<file path="src/rtl/reindeer_csr_access_seq.sv">
// Zicsr execute-stage sequencer: issues the read and write accesses to the CSR port
// one at a time, does the read-modify-write arithmetic, and returns the old value for rd.
module reindeer_csr_access_seq #(
    parameter int XLEN          = 32,
    parameter int CSR_ADDR_BITS = 12,
    parameter int REG_ADDR_BITS = 5
) (
    input  logic                     clk,
    input  logic                     reset_n,
    input  logic                     sync_reset,
    input  logic                     start,
    input  logic [2:0]               funct3,
    input  logic [CSR_ADDR_BITS-1:0] csr_addr,
    input  logic [REG_ADDR_BITS-1:0] rs1_idx,
    input  logic [XLEN-1:0]          rs1_data,
    input  logic [REG_ADDR_BITS-1:0] rd_idx,
    input  logic                     abort,
    output logic                     csr_read_enable,
    output logic [CSR_ADDR_BITS-1:0] csr_read_addr,
    input  logic                     csr_read_valid,
    input  logic [XLEN-1:0]          csr_read_data,
    output logic                     csr_write_enable,
    output logic [CSR_ADDR_BITS-1:0] csr_write_addr,
    output logic [XLEN-1:0]          csr_write_data,
    input  logic                     csr_fault,
    output logic                     busy,
    output logic                     done,
    output logic                     illegal,
    output logic                     rd_we,
    output logic [REG_ADDR_BITS-1:0] rd_addr,
    output logic [XLEN-1:0]          rd_data
);

    typedef enum logic [2:0] {IDLE, RD, RWAIT, WR, WWAIT, FIN} state_t;

    state_t                   state;
    logic [1:0]               op_q;
    logic [CSR_ADDR_BITS-1:0] addr_q;
    logic [XLEN-1:0]          src_q;
    logic [XLEN-1:0]          old_q;
    logic [REG_ADDR_BITS-1:0] rd_idx_q;
    logic                     need_read_q;
    logic                     need_write_q;

    logic [XLEN-1:0] start_src;
    logic            start_need_read;
    logic            start_need_write;
    logic            start_illegal;
    logic            rwait_fault;
    logic [XLEN-1:0] rmw_new;

    function automatic logic [XLEN-1:0] rmw(input logic [1:0] op, input logic [XLEN-1:0] old,
                                            input logic [XLEN-1:0] src);
        case (op)
            2'b10:   rmw = old | src;
            2'b11:   rmw = old & ~src;
            default: rmw = src;
        endcase
    endfunction

    // Start-time decode; only steers the next state, never an output directly.
    assign start_src        = funct3[2] ? {{(XLEN-REG_ADDR_BITS){1'b0}}, rs1_idx} : rs1_data;
    assign start_need_read  = !(funct3[1:0] == 2'b01 && rd_idx == '0);
    assign start_need_write = (funct3[1:0] == 2'b01) || (rs1_idx != '0);
    assign start_illegal    = (funct3[1:0] == 2'b00) ||
                              (start_need_write && csr_addr[CSR_ADDR_BITS-1 -: 2] == 2'b11);
    assign rwait_fault      = csr_fault || !csr_read_valid;
    assign rmw_new          = rmw(op_q, csr_read_data, src_q);

    always_ff @(posedge clk or negedge reset_n) begin
        if (!reset_n) begin
            state            <= IDLE;
            op_q             <= '0;
            addr_q           <= '0;
            src_q            <= '0;
            old_q            <= '0;
            rd_idx_q         <= '0;
            need_read_q      <= 1'b0;
            need_write_q     <= 1'b0;
            busy             <= 1'b0;
            done             <= 1'b0;
            illegal          <= 1'b0;
            rd_we            <= 1'b0;
            rd_addr          <= '0;
            rd_data          <= '0;
            csr_read_enable  <= 1'b0;
            csr_read_addr    <= '0;
            csr_write_enable <= 1'b0;
            csr_write_addr   <= '0;
            csr_write_data   <= '0;
        end else if (sync_reset) begin
            state            <= IDLE;
            op_q             <= '0;
            addr_q           <= '0;
            src_q            <= '0;
            old_q            <= '0;
            rd_idx_q         <= '0;
            need_read_q      <= 1'b0;
            need_write_q     <= 1'b0;
            busy             <= 1'b0;
            done             <= 1'b0;
            illegal          <= 1'b0;
            rd_we            <= 1'b0;
            rd_addr          <= '0;
            rd_data          <= '0;
            csr_read_enable  <= 1'b0;
            csr_read_addr    <= '0;
            csr_write_enable <= 1'b0;
            csr_write_addr   <= '0;
            csr_write_data   <= '0;
        end else begin
            // Strobes and completion flags are single-cycle; rd_data/rd_addr hold.
            csr_read_enable  <= 1'b0;
            csr_write_enable <= 1'b0;
            done             <= 1'b0;
            illegal          <= 1'b0;
            rd_we            <= 1'b0;

            if (abort && state != IDLE) begin
                state <= IDLE;
                busy  <= 1'b0;
            end else begin
                case (state)
                    IDLE: begin
                        if (start && !abort) begin
                            op_q         <= funct3[1:0];
                            addr_q       <= csr_addr;
                            src_q        <= start_src;
                            old_q        <= '0;
                            rd_idx_q     <= rd_idx;
                            need_read_q  <= start_need_read;
                            need_write_q <= start_need_write;
                            busy         <= 1'b1;
                            if (start_illegal) begin
                                state   <= FIN;
                                done    <= 1'b1;
                                illegal <= 1'b1;
                                rd_addr <= rd_idx;
                                rd_data <= '0;
                            end else if (start_need_read) begin
                                state           <= RD;
                                csr_read_enable <= 1'b1;
                                csr_read_addr   <= csr_addr;
                            end else begin
                                state            <= WR;
                                csr_write_enable <= 1'b1;
                                csr_write_addr   <= csr_addr;
                                csr_write_data   <= start_src;
                            end
                        end
                    end
                    RD: state <= RWAIT;
                    RWAIT: begin
                        if (rwait_fault) begin
                            state   <= FIN;
                            done    <= 1'b1;
                            illegal <= 1'b1;
                            rd_addr <= rd_idx_q;
                            rd_data <= old_q;
                        end else begin
                            old_q <= csr_read_data;
                            if (need_write_q) begin
                                state            <= WR;
                                csr_write_enable <= 1'b1;
                                csr_write_addr   <= addr_q;
                                csr_write_data   <= rmw_new;
                            end else begin
                                state   <= FIN;
                                done    <= 1'b1;
                                rd_we   <= (rd_idx_q != '0);
                                rd_addr <= rd_idx_q;
                                rd_data <= csr_read_data;
                            end
                        end
                    end
                    WR: state <= WWAIT;
                    WWAIT: begin
                        state   <= FIN;
                        done    <= 1'b1;
                        illegal <= csr_fault;
                        rd_we   <= !csr_fault && need_read_q && (rd_idx_q != '0);
                        rd_addr <= rd_idx_q;
                        rd_data <= old_q;
                    end
                    FIN: begin
                        state <= IDLE;
                        busy  <= 1'b0;
                    end
                    default: begin
                        state <= IDLE;
                        busy  <= 1'b0;
                    end
                endcase
            end
        end
    end

endmodule

</file>
<file path="config.mk">
export PLATFORM = sky130hd
export DESIGN_NAME = reindeer_csr_access_seq
export DESIGN_NICKNAME = d
export VERILOG_FILES = /design/src/rtl/reindeer_csr_access_seq.sv
export SDC_FILE = /design/constraint.sdc
export NUM_CORES = 1
export LEC_CHECK = 0
export ABC_AREA = 1
export BUFFER_PORTS_ARGS = -buffer_cell sky130_fd_sc_hd__buf_2
export CORE_UTILIZATION = 56
export DETAILED_ROUTE_END_ITERATION = 10
export PLACE_DENSITY = 0.82
export REMOVE_ABC_BUFFERS = 1
export SLEW_MARGIN = 25
export SYNTH_ARGS = -nofsm -noshare
export SYNTH_HDL_FRONTEND = slang
export SYNTH_SLANG_ARGS = --single-unit
</file>
<file path="constraint.sdc">
create_clock -name clk -period 2 [get_ports clk]
set_input_delay 0.4 -clock clk [delete_from_list [all_inputs] [get_ports clk]]
set_output_delay 0.4 -clock clk [all_outputs]
set_load 0.02 [all_outputs]
</file>
==> metrics.md, run 1 <==
| Metric | Value |
|---|---|
| Outcome | finished clean |
| Main flop type after synthesis | dfrtp_1 |
| Seq cells post-synth | 187 |
| Critical setup path kind | reg -> reg |
| GRT overflow | 0 |
| Post-layout util | 69.2% |
| Row count | 47 |
| Worst Skew | 0.00598 ns |
| Leakage power | about 0.0062 uW |
| Syn avg cell area | 7.25 um^2 |
| CTS tree | built |
| Fmax | 547 MHz |
| Longest Clk Path Bufs | 2 |
| Full die area | 17800 um^2 |
| Crit start category | flip-flop |
| DP HPWL | around 19 mm |
| Crit-path max FO | 18 |
| Max-cap violations | 0 |
| Top post-synthesis cells by count | nand2_1, dfrtp_1, nand3_1 |
| Die Width | about 130 um |
| Largest net degree at the start of global routing | 55 |
| Routability Congestion | 0.953 |
| Vias in the first global route | 9000 |
| Routed WL per cell | 16.2 um |
| Final hold violation count | 0 |
| Fin crit period | 1.83 ns |
| Post-route ant nets | 0 |
| CP Capture Type | flip-flop |
| Tot Pwr | 13200 uW |
| Crit path DAT | around 2.2 ns |
| Root Buffer Master | clkbuf_16 |
| Power per cell area | ~1100 nW/um^2 |
| Tightest Hold Check Type | in -> reg |
| Clock transition at the registers of the reported paths | around 0.07 ns |
| Area leader, netlist | dfrtp_1 |
| I/O Pins | 195 |
| Clk_lat worst skew | 0.44 ns |
| Layout cells sized above 1 | between 10% and 20% |
| Area contributors post-synth | dfrtp_1, nand2_1, nand3_1 |
| Cell count after placement | 1707 |
| Initial detailed-routing violation count | 960 |
| Via/cell ratio | approximately 5.5 |
| Vias | 9624 |
| Worst-Margin Slew | between 0.5 and 0.6 ns |
| Final instance count without filler cells | around 1700 |
| Drt pass-1 iters | 5 |
| Filler cells | 1436 |
| Chip Height | roughly 130 um |
| Post-synth EDFFs | 0 |
| Data required time of the worst path | ~2.4 ns |
| Slowest-stage cell, CP | dfrtp_1 |
| DRC Markers | 0 |
| Buf+Inv Stages, Crit Path | 3 |
| CTS Buf Count | 17 |
| Max Slew Vio Count | 0 |
| Cell area after synthesis | around 9700 um^2 |
| VDD IR-drop max | 0.849 mV |
| Top-area cell type share of the netlist area | slightly below 50% |
| Final net count | between 1500 and 2000 |
| Worst path top cell family by delay | buffers and inverters |
| Setup violators final | 0 |
| Total track usage | between 30 and 40% |
| Post-route setup TNS | 0 ns |
| Dpl ws | between 0.05 and 0.06 ns |
| Cell count after synthesis | about 1300 |
| Initial antenna violation count | 1 |
| H-tree levels | 4 |
| RSZ-0062 raised after global routing | no |
| Slowest stage delay, CP | around 0.44 ns |
| Relative slew slack | between 60% and 70% |
| Port bufs | between 150 and 200 |
| Clock sink count | between 150 and 200 |
| Synthesis Warnings | 0 |
| Final setup margin | 0.171 ns |
| Final WL | roughly 28 mm |
| Initial Utilization | between 50% and 60% |
| Cells along the critical path | nor2_2 -> nand2_2 -> buf_4 -> inv_2 -> buf_4 -> nand2_1 -> a21oi_1 -> nand3_1 -> nand2_1 |
| Layout Area Growth over Synthesis | 19.8% |
| Core region area | around 17000 um^2 |
| Cell with the most instances after synthesis | nand2_1 |
| Post-synthesis sequential area ratio | between 40% and 50% |
| First-pass GRT wire length | 45.5 mm |
| Final worst-path cycle share | roughly nine tenths |
| Number of library cell types mapped by synthesis | 27 |
| Post-synth ARST share | 100% |
==> flip-flops by register name (all words and copies together), names as in the netlist, 12 cells and up <==
register and flops:
csr_read_addr 12, csr_write_data 32, src_q 32, csr_write_addr 12, addr_q 12, old_q 32
rd_data 32
==> repair_timing <==
action | CTS | global route
gates resized for setup | 0 | 2
setup endpoints to repair | 0 | 8
endpoints found under the hold margin | 48 | 0
buffers inserted | 0 | 0
hold buffers | 1 | 0
==> final cells by class <==
cell class | instances | area (um^2) | area share (%)
Sequential cell | 187 | 4680 | 40.4
Timing Repair Buffer | 240 | 1420 | 12.2
Clock buffer | 18 | 439 | 3.79
Multi-Input combinational cell | 969 | 4250 | 36.6
Inverter | 92 | 345 | 2.98
Tap cell | 220 | 275 | 2.37
Clock inverter | 13 | 189 | 1.63
Antenna cell | 1 | 2.50 | 0.0216
==> path summary, 6_finish.rpt <==
path	from	to	slack, ns	cells past startpoint
setup / recovery	state[2]	rd_data[6]	0.17	9
hold / removal	csr_addr[2]	csr_read_addr[2]	0.22	3
setup reg to reg	state[2]	rd_data[6]	0.17	9
hold reg to reg	csr_write_data[24]	csr_write_data[24]	0.46	2
max in group asynchronous	reset_n	csr_write_data[17]	0.85	3
min in group asynchronous	reset_n	src_q[14]	0.49	2
==> metrics by stage <==
stage | hold WS, ns | area, um^2
2_1_floorplan | 0.104 | 9260
3_3_place_gp | 0.393 | 10900
3_5_place_dp | 0.396 | 10900
4_1_cts | 0.211 | 11600
5_1_grt | 0.219 | 11600
6_report | 0.219 | 11600
==> report_power, final <==
group | switching (uW) | internal [uW]
combinational | 3300 | 1370
sequential | 404 | 4450
clock | 1520 | 2130
total | 5220 | 7960
==> layer usage <==
metal	part of all wire [%]	global-route usage [%]	vias to the layer above
met5	0.046	0	-
met4	3.6	14.3	2
met3	7.4	5.52	54
met2	46	51.2	427
met1	43	45.0	4531
li1	-	-	4610
==> placed cells by master, fill, tap and decap left out, types with 17 or more instances in the layout <==
cell         n
a21oi_1     54
buf_2      193
buf_4       38
clkbuf_16   17
dfrtp_1    187
inv_1       86
nand2_1    583
nand3_1    117
nor2_1      37
o211ai_1    20
o21ai_0     92
o22ai_1     36
==> worst min-delay path, delay by kind of cell <==
kind | cells | cell delay [ns]
buffers and inverters | 1 | 0.10
AOI/OAI and AO/OA | 1 | 0.07
and+or+nand+nor | 1 | 0.05
==> cell families after synthesis <==
group	share of synthesized area, %
simple gates	31.6
compound gates	12.1
flops	48.3
buf+inv	7.97
Power figures use the tool's default switching activity.
==> run 2, diff against run 1 <==
--- a/config.mk
+++ b/config.mk
@@ -7,9 +7,9 @@
 export LEC_CHECK = 0
 export ABC_AREA = 1
 export BUFFER_PORTS_ARGS = -buffer_cell sky130_fd_sc_hd__buf_2
-export CORE_UTILIZATION = 56
+export CORE_UTILIZATION = 50
 export DETAILED_ROUTE_END_ITERATION = 10
-export PLACE_DENSITY = 0.82
+export PLACE_DENSITY = 0.78
 export REMOVE_ABC_BUFFERS = 1
 export SLEW_MARGIN = 25
 export SYNTH_ARGS = -nofsm -noshare
==> constraint.sdc (replaced) <==
create_clock -name clk -period 1.65 [get_ports clk]
set_input_delay 0.33 -clock clk [delete_from_list [all_inputs] [get_ports clk]]
set_output_delay 0.33 -clock clk [all_outputs]
set_load 0.02 [all_outputs]
==> run 2 against run 1 <==
  * The run now ends with negative setup slack left
  * Routed wire length rose by 12%
  * Critical path depth did not move
  * Setup slack worse by 0.24 ns
  * First-iteration DRC count down 2.1%
  * Clock power is 13% higher
  * Core utilization fell by 1.8 points
  * Cell area up 9.5%
  * Count of clock-buffer cells in the layout fell by 1
  * Hold slack worse by 0.10 ns
  * Largest cell class unchanged
==> metrics.md, run 2 (synthesis gave the netlist of run 1 again) <==
| Metric | Value |
|---|---|
| Placed Area | 11600 um^2 (was 10900 um^2) |
| Final hold violation count | 0 (unchanged) |
| Layout Area Growth over Synthesis | 31.1% (was 19.8%) |
| I/O Pins | 195 (unchanged) |
| H-tree levels | 4 (unchanged) |
| Design area | 12700 um^2 (was 11600 um^2) |
| Routed WL per cell | 17.0 um (was 16.2 um) |
| Total track usage | 30.6% (was 32.7%) |
| Vias | 10179 (was 9624) |
| Final WL | 31.5 mm (was 28.2 mm) |
| Drt pass-1 iters | 7 (was 5) |
| Initial detailed-routing violation count | 940 (was 960) |
| Hold Worst Slack | 0.118 ns (was 0.219 ns) |
| First-pass GRT wire length | 47.2 mm (was 45.5 mm) |
| Post-route ant nets | 0 (unchanged) |
| Port bufs | 194 (unchanged) |
| Seq. cell area | 4680 um^2 (about the same) |
| DP HPWL | 20.6 mm (was 19.3 mm) |
| Setup violators final | 20 (was 0) |
| Die Width | 141 um (was 133 um) |
| Highest layer used for signal routing | met5 (unchanged) |
| Root Buffer Master | clkbuf_16 (unchanged) |
| Fmax | 580 MHz (was 547 MHz) |
| Routability Congestion | 0.919 (was 0.953) |
| Critical setup path kind | reg -> reg (unchanged) |
| Final setup margin | -0.0734 ns (was 0.171 ns) |
| DRC Markers | 0 (unchanged) |
| Clock transition at the registers of the reported paths | 0.09 ns (was 0.07 ns) |
| Initial Utilization | 51.4% (was 57.8%) |
| Relative slew slack | 68.6% (was 65.6%) |
| Core region area | 18800 um^2 (was 16800 um^2) |
| RSZ-0062 raised after global routing | yes (was no) |
| Worst Skew | 0.0125 ns (was 0.00598 ns) |
| Longest Clk Path Bufs | 2 (unchanged) |
| Tightest Hold Check Type | in -> reg (unchanged) |
| VDD IR-drop max | 0.982 mV (was 0.849 mV) |
| CTS tree | built (unchanged) |
| Data required time of the worst path | 2.04 ns (was 2.38 ns) |
| Fin crit period | 1.72 ns (was 1.83 ns) |
| Via/cell ratio | 5.50 (was 5.53) |
| Filler cells | 1580 (was 1436) |
| Row count | 50 (was 47) |
| Failing checks | negative setup slack |
| Cell count after placement | 1801 (was 1707) |
| Metal3 WL | 2.53 mm (was 2.08 mm) |
| CP Capture Type | flip-flop (unchanged) |
| Max-cap violations | 0 (unchanged) |
| Commonest non-fill, non-tap cell in the layout | nand2_1 (unchanged) |
| Outcome | finished, violations left (was finished clean) |
| Final instance count without filler cells | 1851 (was 1740) |
| Chip Height | 141 um (was 133 um) |
| Largest net degree at the start of global routing | 43 (was 55) |
| Max Slew Vio Count | 0 (unchanged) |
| Area of the multi-input gates | 4380 um^2 (was 4250 um^2) |
| CTS Buf Count | 17 (unchanged) |
| GRT overflow | 0 (unchanged) |
| Clock sink count | 187 (unchanged) |
| Clk_lat worst skew | 0.45 ns (was 0.44 ns) |
| Crit path DAT | 2.11 ns (was 2.21 ns) |
| Crit-path max FO | 16 (was 18) |
| Full die area | 19900 um^2 (was 17800 um^2) |
| Final worst-path cycle share | 104% (was 91.4%) |
| Vias in the first global route | 9269 (was 9000) |
| Final net count | 1673 (was 1603) |
| Leakage power | 0.00675 uW (was 0.00624 uW) |
| WL met2 | 14.6 mm (was 13.0 mm) |
| Layout cells sized above 1 | 24.8% (was 19.1%) |
| Wl on met1 | 13.2 mm (was 12.1 mm) |
| Commonest non-fill, non-tap cells in the layout | nand2_1, buf_2, dfrtp_1, nand3_1, o21ai_0 (unchanged) |
| Initial antenna violation count | 1 (unchanged) |
| Crit start category | flip-flop (unchanged) |
| Power per cell area | 1360 nW/um^2 (was 1140 nW/um^2) |
| Worst-Margin Slew | 0.471 ns (was 0.515 ns) |
==> run 2: changes by cell type in the layout (fill, tap and decap cells not counted), moves of 4 or more <==
cell / before / now
buf_4: 38 / 73
nand2_1: 583 / 564
buf_12: 7 / 24
nand2_2: 3 / 19
clkbuf_16: 17 / 25
buf_6: 0 / 7
nor2_4: 2 / 9
clkinv_8: 0 / 5
nor2_1: 37 / 32
o21ai_0: 92 / 87
bufinv_16: 4 / 0
nand2_4: 1 / 5
o21ai_1: 9 / 13
==> run 2: worst paths after layout <==
| check | start | cells past startpoint | end | slack [ns] |
|---|---|---|---|---|
| setup / recovery | state[1] | 9 | csr_write_data[3] | -0.07 |
| hold / removal | csr_addr[9] | 3 | csr_read_addr[9] | 0.12 |
| setup reg to reg | state[1] | 9 | csr_write_data[3] | -0.07 |
| hold reg to reg | csr_write_data[13] | 2 | csr_write_data[13] | 0.47 |
| max in group asynchronous | reset_n | 3 | rd_idx_q[1] | 0.71 |
| min in group asynchronous | reset_n | 2 | csr_write_data[26] | 0.38 |
==> run 2: worst max-delay path: stages (launching register included) <==
cell and delay, ns:
dfrtp_2 0.43, buf_4 0.15, nand2_4 0.11, buf_4 0.24, nand2_1 0.13, inv_1 0.18, nand2_1 0.09, o21ai_0 0.11
nand3_1 0.13, nand2_2 0.08
==> run 2: per-layer routing <==
layer	track usage, %	vias up
met3	4.69	74
met4	14.1	2
met5	0	-
met2	48.1	518
li1	-	4772
met1	41.8	4813
==> run 2: final cells by class <==
cell class | count | share of cell area (%)
multi-input cells | 969 | 34.5
diodes | 1 | 0.0197
well taps | 260 | 2.56
inverters | 92 | 2.79
repair buffers | 310 | 18.5
clock buffers | 17 | 3.35
flip-flops and latches | 187 | 36.9
clock inverters | 15 | 1.36
==> run 2: metrics by stage <==
| stage | utilization [%] | setup slack, ns | total power [uW] | TNS [ns] |
|---|---|---|---|---|
| after CTS | 65.4 | 0.00268 | 16500 | 0 |
| after detailed placement | 61.5 | -0.0914 | 12200 | -5.11 |
| after floorplan | - | -1.75 | 9100 | -178.57 |
| after global placement | 61.5 | -0.0960 | 12100 | -2.29 |
| after global routing | 67.4 | -0.122 | 18100 | -5.26 |
| final | 67.4 | -0.0734 | 17300 | -0.319 |
==> run 2: power breakdown <==
group | internal [uW] | switching, uW | total [uW]
registers | 5390 | 526 | 5920
clock network | 2040 | 2100 | 4140
logic | 2730 | 4510 | 7240
==> run 2: what timing repair did <==
| action | 4_1_cts | 5_1_grt |
|---|---|---|
| hold buffers | 1 | 0 |
| gates resized for setup | 14 | 56 |
| cloned | 1 | 9 |
| endpoints found under the setup margin | 80 | 120 |
| setup buffers | 4 | 2 |
| hold endpoints to repair | 33 | 0 |
| pin swaps | 8 | 7 |
